**config.mk**
```make
export PLATFORM = sky130hd
export DESIGN_NAME = mgnt_port_sched_flat
export DESIGN_NICKNAME = d
export VERILOG_FILES = /design/src/rtl/mgnt_port_sched_if.sv /design/src/rtl/mgnt_port_sched.sv /design/src/flat_wrapper.sv
export SDC_FILE = /design/constraint.sdc
export NUM_CORES = 1
export LEC_CHECK = 0
export CORE_MARGIN = 4
export CORE_UTILIZATION = 39
export DETAILED_ROUTE_END_ITERATION = 8
export PLACE_DENSITY = 0.77
export SLEW_MARGIN = 5
export SYNTH_ARGS = -nofsm -noshare
export SYNTH_HDL_FRONTEND = slang
export SYNTH_SLANG_ARGS = --single-unit
```
**constraint.sdc**
```tcl
create_clock -name clk -period 1.7 [get_ports clk]
set_input_delay 0.17 -clock clk [delete_from_list [all_inputs] [get_ports clk]]
set_output_delay 0.17 -clock clk [all_outputs]
set_load 0.005 [all_outputs]
```
**src/rtl/mgnt_port_sched_if.sv**
```systemverilog
// Management-side bundle for mgnt_port_sched: controller request/response stream plus the per-port stat-bank handshake.
// master = controller/stat-bank side, slave = the scheduler.
interface mgnt_port_sched_if #(
  parameter int NUM_PORTS      = 4,
  parameter int MGNT_REG_WIDTH = 32
);
  logic [5:0]                          sys_req_valid;
  logic                                sys_req_wr;
  logic [7:0]                          sys_req_addr;
  logic                                sys_resp_valid;
  logic [7:0]                          sys_resp_data;
  logic [NUM_PORTS-1:0]                port_rd_req;
  logic [NUM_PORTS-1:0]                port_wr_req;
  logic [7:0]                          port_addr;
  logic [NUM_PORTS-1:0]                port_rd_ack;
  logic [NUM_PORTS*MGNT_REG_WIDTH-1:0] port_rd_data;
  logic                                busy;
  logic [2:0]                          err_pulse;

  modport master (
    output sys_req_valid, sys_req_wr, sys_req_addr, port_rd_ack, port_rd_data,
    input  sys_resp_valid, sys_resp_data, port_rd_req, port_wr_req, port_addr, busy, err_pulse
  );

  modport slave (
    input  sys_req_valid, sys_req_wr, sys_req_addr, port_rd_ack, port_rd_data,
    output sys_resp_valid, sys_resp_data, port_rd_req, port_wr_req, port_addr, busy, err_pulse
  );
endinterface

```
**src/rtl/mgnt_port_sched.sv**
```systemverilog
// mgnt_port_sched: routes one-hot mgmt requests to per-port stat banks and streams the read word back MSB byte first.
// Optional clear-on-read after an acked read: define MGNT_SCHED_RD_CLR_EN.
module mgnt_port_sched #(
  parameter int NUM_PORTS      = 4,
  parameter int MGNT_REG_WIDTH = 32,
  parameter int TIMEOUT_CYC    = 255
) (
  input  logic             clk,
  input  logic             rst,
  mgnt_port_sched_if.slave bus
);
  localparam int NB = MGNT_REG_WIDTH / 8;
  localparam int TW = (TIMEOUT_CYC > 0) ? $clog2(TIMEOUT_CYC + 1) : 1;
  localparam int BW = (NB > 1) ? $clog2(NB) : 1;
  localparam logic [TW-1:0] TO_LAST = TW'(TIMEOUT_CYC - 1);
  localparam logic [BW-1:0] B_LAST  = BW'(NB - 1);

  typedef enum logic [1:0] {IDLE = 2'd0, WPULSE = 2'd1, RDREQ = 2'd2, SEND = 2'd3} state_t;

  state_t                    r_state, w_state_nxt;
  logic [NUM_PORTS-1:0]      r_sel, w_sel_nxt;
  logic [MGNT_REG_WIDTH-1:0] r_shift, w_shift_nxt;
  logic [BW-1:0]             r_bcnt, w_bcnt_nxt;
  logic [TW-1:0]             r_tcnt, w_tcnt_nxt;
  logic                      r_resp_vld, w_resp_vld_nxt;
  logic [7:0]                r_resp_dat, w_resp_dat_nxt;
  logic [NUM_PORTS-1:0]      r_rd_req, w_rd_req_nxt;
  logic [NUM_PORTS-1:0]      r_wr_req, w_wr_req_nxt;
  logic [7:0]                r_addr, w_addr_nxt;
  logic                      r_busy;
  logic [2:0]                r_err, w_err_nxt;

  logic [5:0]                w_req;
  logic                      w_multi;
  logic [NUM_PORTS-1:0]      w_map;
  logic                      w_ack;
  logic [MGNT_REG_WIDTH-1:0] w_rd_word;
  logic [MGNT_REG_WIDTH-1:0] w_load_word;
  logic                      w_load;

  assign w_req   = bus.sys_req_valid;
  assign w_multi = (w_req & (w_req - 6'd1)) != 6'd0;
  assign w_ack   = |(bus.port_rd_ack & r_sel);

  // Lowest set bit among the mapped ports; zero means the winner is unmapped.
  always_comb begin
    w_map = '0;
    for (int i = NUM_PORTS - 1; i >= 0; i--)
      if (w_req[i]) w_map = NUM_PORTS'(1) << i;
  end

  always_comb begin
    w_rd_word = '0;
    for (int i = 0; i < NUM_PORTS; i++)
      if (r_sel[i]) w_rd_word = bus.port_rd_data[i*MGNT_REG_WIDTH +: MGNT_REG_WIDTH];
  end

  always_comb begin
    w_state_nxt    = r_state;
    w_sel_nxt      = r_sel;
    w_shift_nxt    = r_shift;
    w_bcnt_nxt     = r_bcnt;
    w_tcnt_nxt     = r_tcnt;
    w_addr_nxt     = r_addr;
    w_resp_vld_nxt = 1'b0;
    w_resp_dat_nxt = 8'd0;
    w_rd_req_nxt   = '0;
    w_wr_req_nxt   = '0;
    w_err_nxt      = 3'd0;
    w_load         = 1'b0;
    w_load_word    = '0;
    case (r_state)
      IDLE: begin
        if (w_req != 6'd0) begin
          w_err_nxt[1] = w_multi;
          if (w_map == '0) begin
            // Unmapped write is silently ignored; unmapped read answers with zeros.
            if (!bus.sys_req_wr) begin
              w_addr_nxt = bus.sys_req_addr;
              w_load     = 1'b1;
            end
          end else begin
            w_addr_nxt = bus.sys_req_addr;
            w_sel_nxt  = w_map;
            w_tcnt_nxt = '0;
            if (bus.sys_req_wr) begin
              w_state_nxt  = WPULSE;
              w_wr_req_nxt = w_map;
            end else begin
              w_state_nxt  = RDREQ;
              w_rd_req_nxt = w_map;
            end
          end
        end
      end
      WPULSE: begin
        w_err_nxt[2] = w_req != 6'd0;
        w_state_nxt  = IDLE;
      end
      RDREQ: begin
        w_err_nxt[2] = w_req != 6'd0;
        if (w_ack) begin
          w_load      = 1'b1;
          w_load_word = w_rd_word;
`ifdef MGNT_SCHED_RD_CLR_EN
          w_wr_req_nxt = r_sel;
`endif
        end else if (r_tcnt == TO_LAST) begin
          w_load       = 1'b1;
          w_load_word  = '1;
          w_err_nxt[0] = 1'b1;
        end else begin
          w_tcnt_nxt   = r_tcnt + TW'(1);
          w_rd_req_nxt = r_sel;
        end
      end
      SEND: begin
        w_err_nxt[2] = w_req != 6'd0;
        if (r_bcnt == B_LAST) begin
          w_state_nxt = IDLE;
        end else begin
          w_resp_vld_nxt = 1'b1;
          w_resp_dat_nxt = r_shift[MGNT_REG_WIDTH-1 -: 8];
          w_shift_nxt    = r_shift << 8;
          w_bcnt_nxt     = r_bcnt + BW'(1);
        end
      end
      default: w_state_nxt = IDLE;
    endcase
    // First byte leaves with the load so bytes start the cycle after ack/accept.
    if (w_load) begin
      w_state_nxt    = SEND;
      w_resp_vld_nxt = 1'b1;
      w_resp_dat_nxt = w_load_word[MGNT_REG_WIDTH-1 -: 8];
      w_shift_nxt    = w_load_word << 8;
      w_bcnt_nxt     = '0;
    end
  end

  always_ff @(posedge clk) begin
    if (!rst) begin
      r_state    <= IDLE;
      r_sel      <= '0;
      r_shift    <= '0;
      r_bcnt     <= '0;
      r_tcnt     <= '0;
      r_resp_vld <= 1'b0;
      r_resp_dat <= 8'd0;
      r_rd_req   <= '0;
      r_wr_req   <= '0;
      r_addr     <= 8'd0;
      r_busy     <= 1'b0;
      r_err      <= 3'd0;
    end else begin
      r_state    <= w_state_nxt;
      r_sel      <= w_sel_nxt;
      r_shift    <= w_shift_nxt;
      r_bcnt     <= w_bcnt_nxt;
      r_tcnt     <= w_tcnt_nxt;
      r_resp_vld <= w_resp_vld_nxt;
      r_resp_dat <= w_resp_dat_nxt;
      r_rd_req   <= w_rd_req_nxt;
      r_wr_req   <= w_wr_req_nxt;
      r_addr     <= w_addr_nxt;
      r_busy     <= w_state_nxt != IDLE;
      r_err      <= w_err_nxt;
    end
  end

  assign bus.sys_resp_valid = r_resp_vld;
  assign bus.sys_resp_data  = r_resp_dat;
  assign bus.port_rd_req    = r_rd_req;
  assign bus.port_wr_req    = r_wr_req;
  assign bus.port_addr      = r_addr;
  assign bus.busy           = r_busy;
  assign bus.err_pulse      = r_err;
endmodule

```
**src/flat_wrapper.sv**
```systemverilog
// flat-port wrapper written by rule: the top's interface ports become plain ports
module mgnt_port_sched_flat 
#(
  parameter int NUM_PORTS      = 4,
  parameter int MGNT_REG_WIDTH = 32,
  parameter int TIMEOUT_CYC    = 255
)
  (clk, rst, bus_sys_req_valid, bus_sys_req_wr, bus_sys_req_addr, bus_port_rd_ack, bus_port_rd_data, bus_sys_resp_valid, bus_sys_resp_data, bus_port_rd_req, bus_port_wr_req, bus_port_addr, bus_busy, bus_err_pulse);
  mgnt_port_sched_if #(.NUM_PORTS(NUM_PORTS), .MGNT_REG_WIDTH(MGNT_REG_WIDTH)) bus_i ();
  input  logic clk;
  input  logic rst;
  input wire logic [$bits(bus_i.sys_req_valid)-1:0] bus_sys_req_valid;
  input wire logic [$bits(bus_i.sys_req_wr)-1:0] bus_sys_req_wr;
  input wire logic [$bits(bus_i.sys_req_addr)-1:0] bus_sys_req_addr;
  input wire logic [$bits(bus_i.port_rd_ack)-1:0] bus_port_rd_ack;
  input wire logic [$bits(bus_i.port_rd_data)-1:0] bus_port_rd_data;
  output wire logic [$bits(bus_i.sys_resp_valid)-1:0] bus_sys_resp_valid;
  output wire logic [$bits(bus_i.sys_resp_data)-1:0] bus_sys_resp_data;
  output wire logic [$bits(bus_i.port_rd_req)-1:0] bus_port_rd_req;
  output wire logic [$bits(bus_i.port_wr_req)-1:0] bus_port_wr_req;
  output wire logic [$bits(bus_i.port_addr)-1:0] bus_port_addr;
  output wire logic [$bits(bus_i.busy)-1:0] bus_busy;
  output wire logic [$bits(bus_i.err_pulse)-1:0] bus_err_pulse;
  assign bus_i.sys_req_valid = bus_sys_req_valid;
  assign bus_i.sys_req_wr = bus_sys_req_wr;
  assign bus_i.sys_req_addr = bus_sys_req_addr;
  assign bus_i.port_rd_ack = bus_port_rd_ack;
  assign bus_i.port_rd_data = bus_port_rd_data;
  assign bus_sys_resp_valid = bus_i.sys_resp_valid;
  assign bus_sys_resp_data = bus_i.sys_resp_data;
  assign bus_port_rd_req = bus_i.port_rd_req;
  assign bus_port_wr_req = bus_i.port_wr_req;
  assign bus_port_addr = bus_i.port_addr;
  assign bus_busy = bus_i.busy;
  assign bus_err_pulse = bus_i.err_pulse;
  mgnt_port_sched #(.NUM_PORTS(NUM_PORTS), .MGNT_REG_WIDTH(MGNT_REG_WIDTH), .TIMEOUT_CYC(TIMEOUT_CYC)) u_core (.clk(clk), .rst(rst), .bus(bus_i));
endmodule
```
==> impl_results.md <==
- Outcome: finished, violations left
- Failing checks: setup timing
- Net Sw Frac: 0.287
- WP data required: approximately 1.9 ns
- Worst min path class: in -> reg
- Setup WS post-layout: -0.0743 ns
- Horiz. Die Dim: about 110 um
- Post-synth EDFFs: 0
- Gate power share: 0.330
- Worst-path clk slew: approximately 0.070 ns
- Vias: about 5,000
- Syn-to-layout area delta: 66.0%
- Most common cell in the synthesized netlist: dfxtp_1
- Max H-tree Level: 3
- Final instance area: 0.00679 sq mm
- Synth top area cells: dfxtp_1 34%, a21oi_1 7.0%, a221oi_1 6.9%
- Wirelength per Cell: roughly 18 um
- Synth top cells by count: 69 x dfxtp_1, 57 x a21oi_1, 41 x clkbuf_1, 36 x inv_1, 34 x nand2_1
- Worst-path cell chain: a22o_1 -> nor2_1 -> buf_12 -> buf_4 -> a2111oi_0 -> a211oi_1
- Max frequency: 564 MHz
- LEAKAGE: 2.50 nW
- Pwr dens: a little under 700 mW/mm^2
- Sw Pwr: around 0.0013 W
- Setup crit start kind: flop
- Drt via density: 5.78
- Finished Layout Cells: ~860
- Largest net degree at the start of global routing: between 60 and 70
- P_int: 0.00329 W
- Antenna diodes: 0
- Vias in the first global route: ~4,900
- Tcrit/Tclk final: 1.04
- Fraction of registers with async set/reset: 0
- Routed WL: 15.6 mm
- Routed Antenna Nets: 0
- Die height: ~110 um
- Max rail drop VDD: 0.000382 V
- TritonCTS Buffers: 9
- Critical path's largest stage delay: around 0.5 ns
- Layout Nets: about 870
- First-pass GRT wire length: about 25 mm
- CTS tree: done
- Core area: 0.0103 sq mm
- DIE AREA: around 0.012 sq mm
- CP bufs+invs: 2
- Min Tclk post-route: approximately 1.8 ns
- Hold_buf cts: 0
- Crit path arrival time: between 1.5 and 2 ns
- Yosys reg bits: approximately 70
- Power, Total: between 0.004 and 0.005 W
- Clock power share: 0.285
- Post-synth top area cell: dfxtp_1
- Post-Syn Instances: between 500 and 600
- Share of layout cells above drive strength 1: 0.166
- Io pins: roughly 180
- Max clock buf depth: 2
- Synth Area per Inst: 7.98 sq um
- Synth top area share: 0.338
- # DRC: 0
- Later-pin clock latency in the skew report: 0.35 ns
- Placed Area: 0.00641 sq mm
- DP Wirelength: 11.5 mm
- PortBufs: ~180
- Global route total overflow: 0
- Mapped Nets: approximately 670
- Starting DRT DRC Count: between 300 and 400
- GR Util All Layers: 0.243
- Synth warn: 0
- Main flop type after synthesis: dfxtp_1
- Max-slew violations: 0
- Final setup viols: 2
- Inst Count DP: between 800 and 900
- Type of the worst setup path: reg -> reg
- Flop pwr share: 0.385
- Slew HR: 0.630
- Mapped cell area: approximately 0.0041 sq mm
- CP top delay family: compound AO/OA/AOI/OAI gates
- Final hold vios: 0
- CP Capture Type: flop
- Number of library cell types mapped by synthesis: 46
- CP max FO: 22
- Max-Cap Viols: 0
- Worst-margin pin slew: 0.541 ns
- Fillers: between 800 and 900
- Initial antenna violation count: 0
- Final Skew: ~0.008 ns
- Initial core utilization: 0.398
- Register area share after synthesis: 0.338
- Row count: 37
- Worst slack, placed: -0.518 ns
- GP Congestion: about 0.89
- RSZ-0062 raised after global routing: yes
- CTS sink count: between 60 and 70
- Slowest CP cell: a2111oi_0
- DR pass1 iterations: 5
- Clk root buf: clkbuf_8
==> cell families (layout without fill, tap and decap cells) <==
family / Yosys count / count (layout) / synth area share
xor+xnor: 1 / 1 / 0.00214
flops: 69 / 69 / 0.338
mux: 9 / 9 / 0.0223
fa+ha+maj: 4 / 4 / 0.0116
compound gates: 189 / 189 / 0.326
buf+inv: 92 / 301 / 0.0927
simple gates: 149 / 149 / 0.208
==> final timing paths <==
check | start | slack (ns) | endpoint | cells past startpoint
max reg2reg | u_core.r_sel[2] | -0.07 | u_core.r_shift[30] | 6
min | bus_sys_req_addr[7] | 0.43 | u_core.bus.port_addr[7] | 3
min reg2reg | u_core.r_shift[13] | 0.47 | u_core.r_shift[13] | 2
max | u_core.r_sel[2] | -0.07 | u_core.r_shift[30] | 6
==> per-layer routing <==
layer	global-route usage	part of all wire	wire length (um)
met1	0.294	0.40	6300
met2	0.411	0.48	7440
met3	0.0723	0.096	1500
met4	0.0846	0.025	393
met5	0	0	0
==> registers in the layout (all words and copies together) (netlist names) <==
register                   flops
u_core.bus.port_rd_req         4
u_core.bus.busy                1
u_core.bus.sys_resp_data       8
u_core.r_state                 2
u_core.bus.sys_resp_valid      1
u_core.r_shift                24
u_core.bus.port_wr_req         4
u_core.r_sel                   4
u_core.bus.err_pulse           3
u_core.bus.port_addr           8
u_core.r_bcnt                  2
u_core.r_tcnt                  8
==> layout by cell type (no fill, tap or decap), types with 3 or more instances in the layout <==
master / count
a2111oi_0: 16
a2111oi_1: 3
a2111oi_2: 6
a211oi_1: 21
a211oi_2: 3
a21oi_1: 55
a221oi_1: 27
a221oi_2: 5
a31oi_1: 3
buf_12: 8
buf_4: 57
buf_6: 5
clkbuf_8: 10
clkdlybuf4s50_1: 177
dfxtp_1: 65
dfxtp_2: 4
ha_1: 3
inv_1: 36
mux2i_1: 8
nand2_1: 34
nand2b_1: 17
nand3_1: 12
nand3b_1: 33
nand4_1: 3
nor2_1: 16
nor3_1: 6
nor4_1: 3
o211ai_1: 17
o21ai_0: 11
o221ai_1: 8
o31ai_1: 5
or2_2: 4
or3_1: 4
or4_1: 4
==> power by group through the flow <==
stage	clock network, W	logic [W]	registers, W
floorplan	0	0.000643	0.00181
global route	0.00141	0.00164	0.00179
CTS	0.00134	0.00145	0.00178
global placement	0	0.00141	0.00181
detailed placement	0	0.00144	0.00181
finish	0.00131	0.00153	0.00178
==> timing repair <==
action,in CTS,in global routing
buffers inserted,0,1
resized for setup,9,29
pin swaps,0,8
gates cloned,0,2
endpoints found under the setup margin,9,46
==> per-stage QoR <==
step                utilization  hold WS, ns  TNS, ns
detailed placement        0.623        0.458   -12.86
floorplan                     -        0.317        0
global placement          0.623        0.457   -12.28
global route              0.661        0.442   -0.563
finish                    0.661        0.434   -0.119
CTS                       0.644        0.427        0
==> tightest hold or removal path, delay by kind of cell <==
kind / cells / cell delay [ns]
buffers and inverters: 1 / 0.40
muxes: 1 / 0.13
and+or+nand+nor: 1 / 0.05
==> cell type report <==
class	instances	area [sq um]	share of cell area
multi-input cells	352	2460	0.363
well taps	136	170	0.0251
clock buffers	12	145	0.0214
repair buffers	248	2440	0.359
clock inverters	4	47.5	0.00700
inverters	37	139	0.0204
flip-flops and latches	69	1390	0.204
No activity file was read; power rests on OpenSTA's default activity.
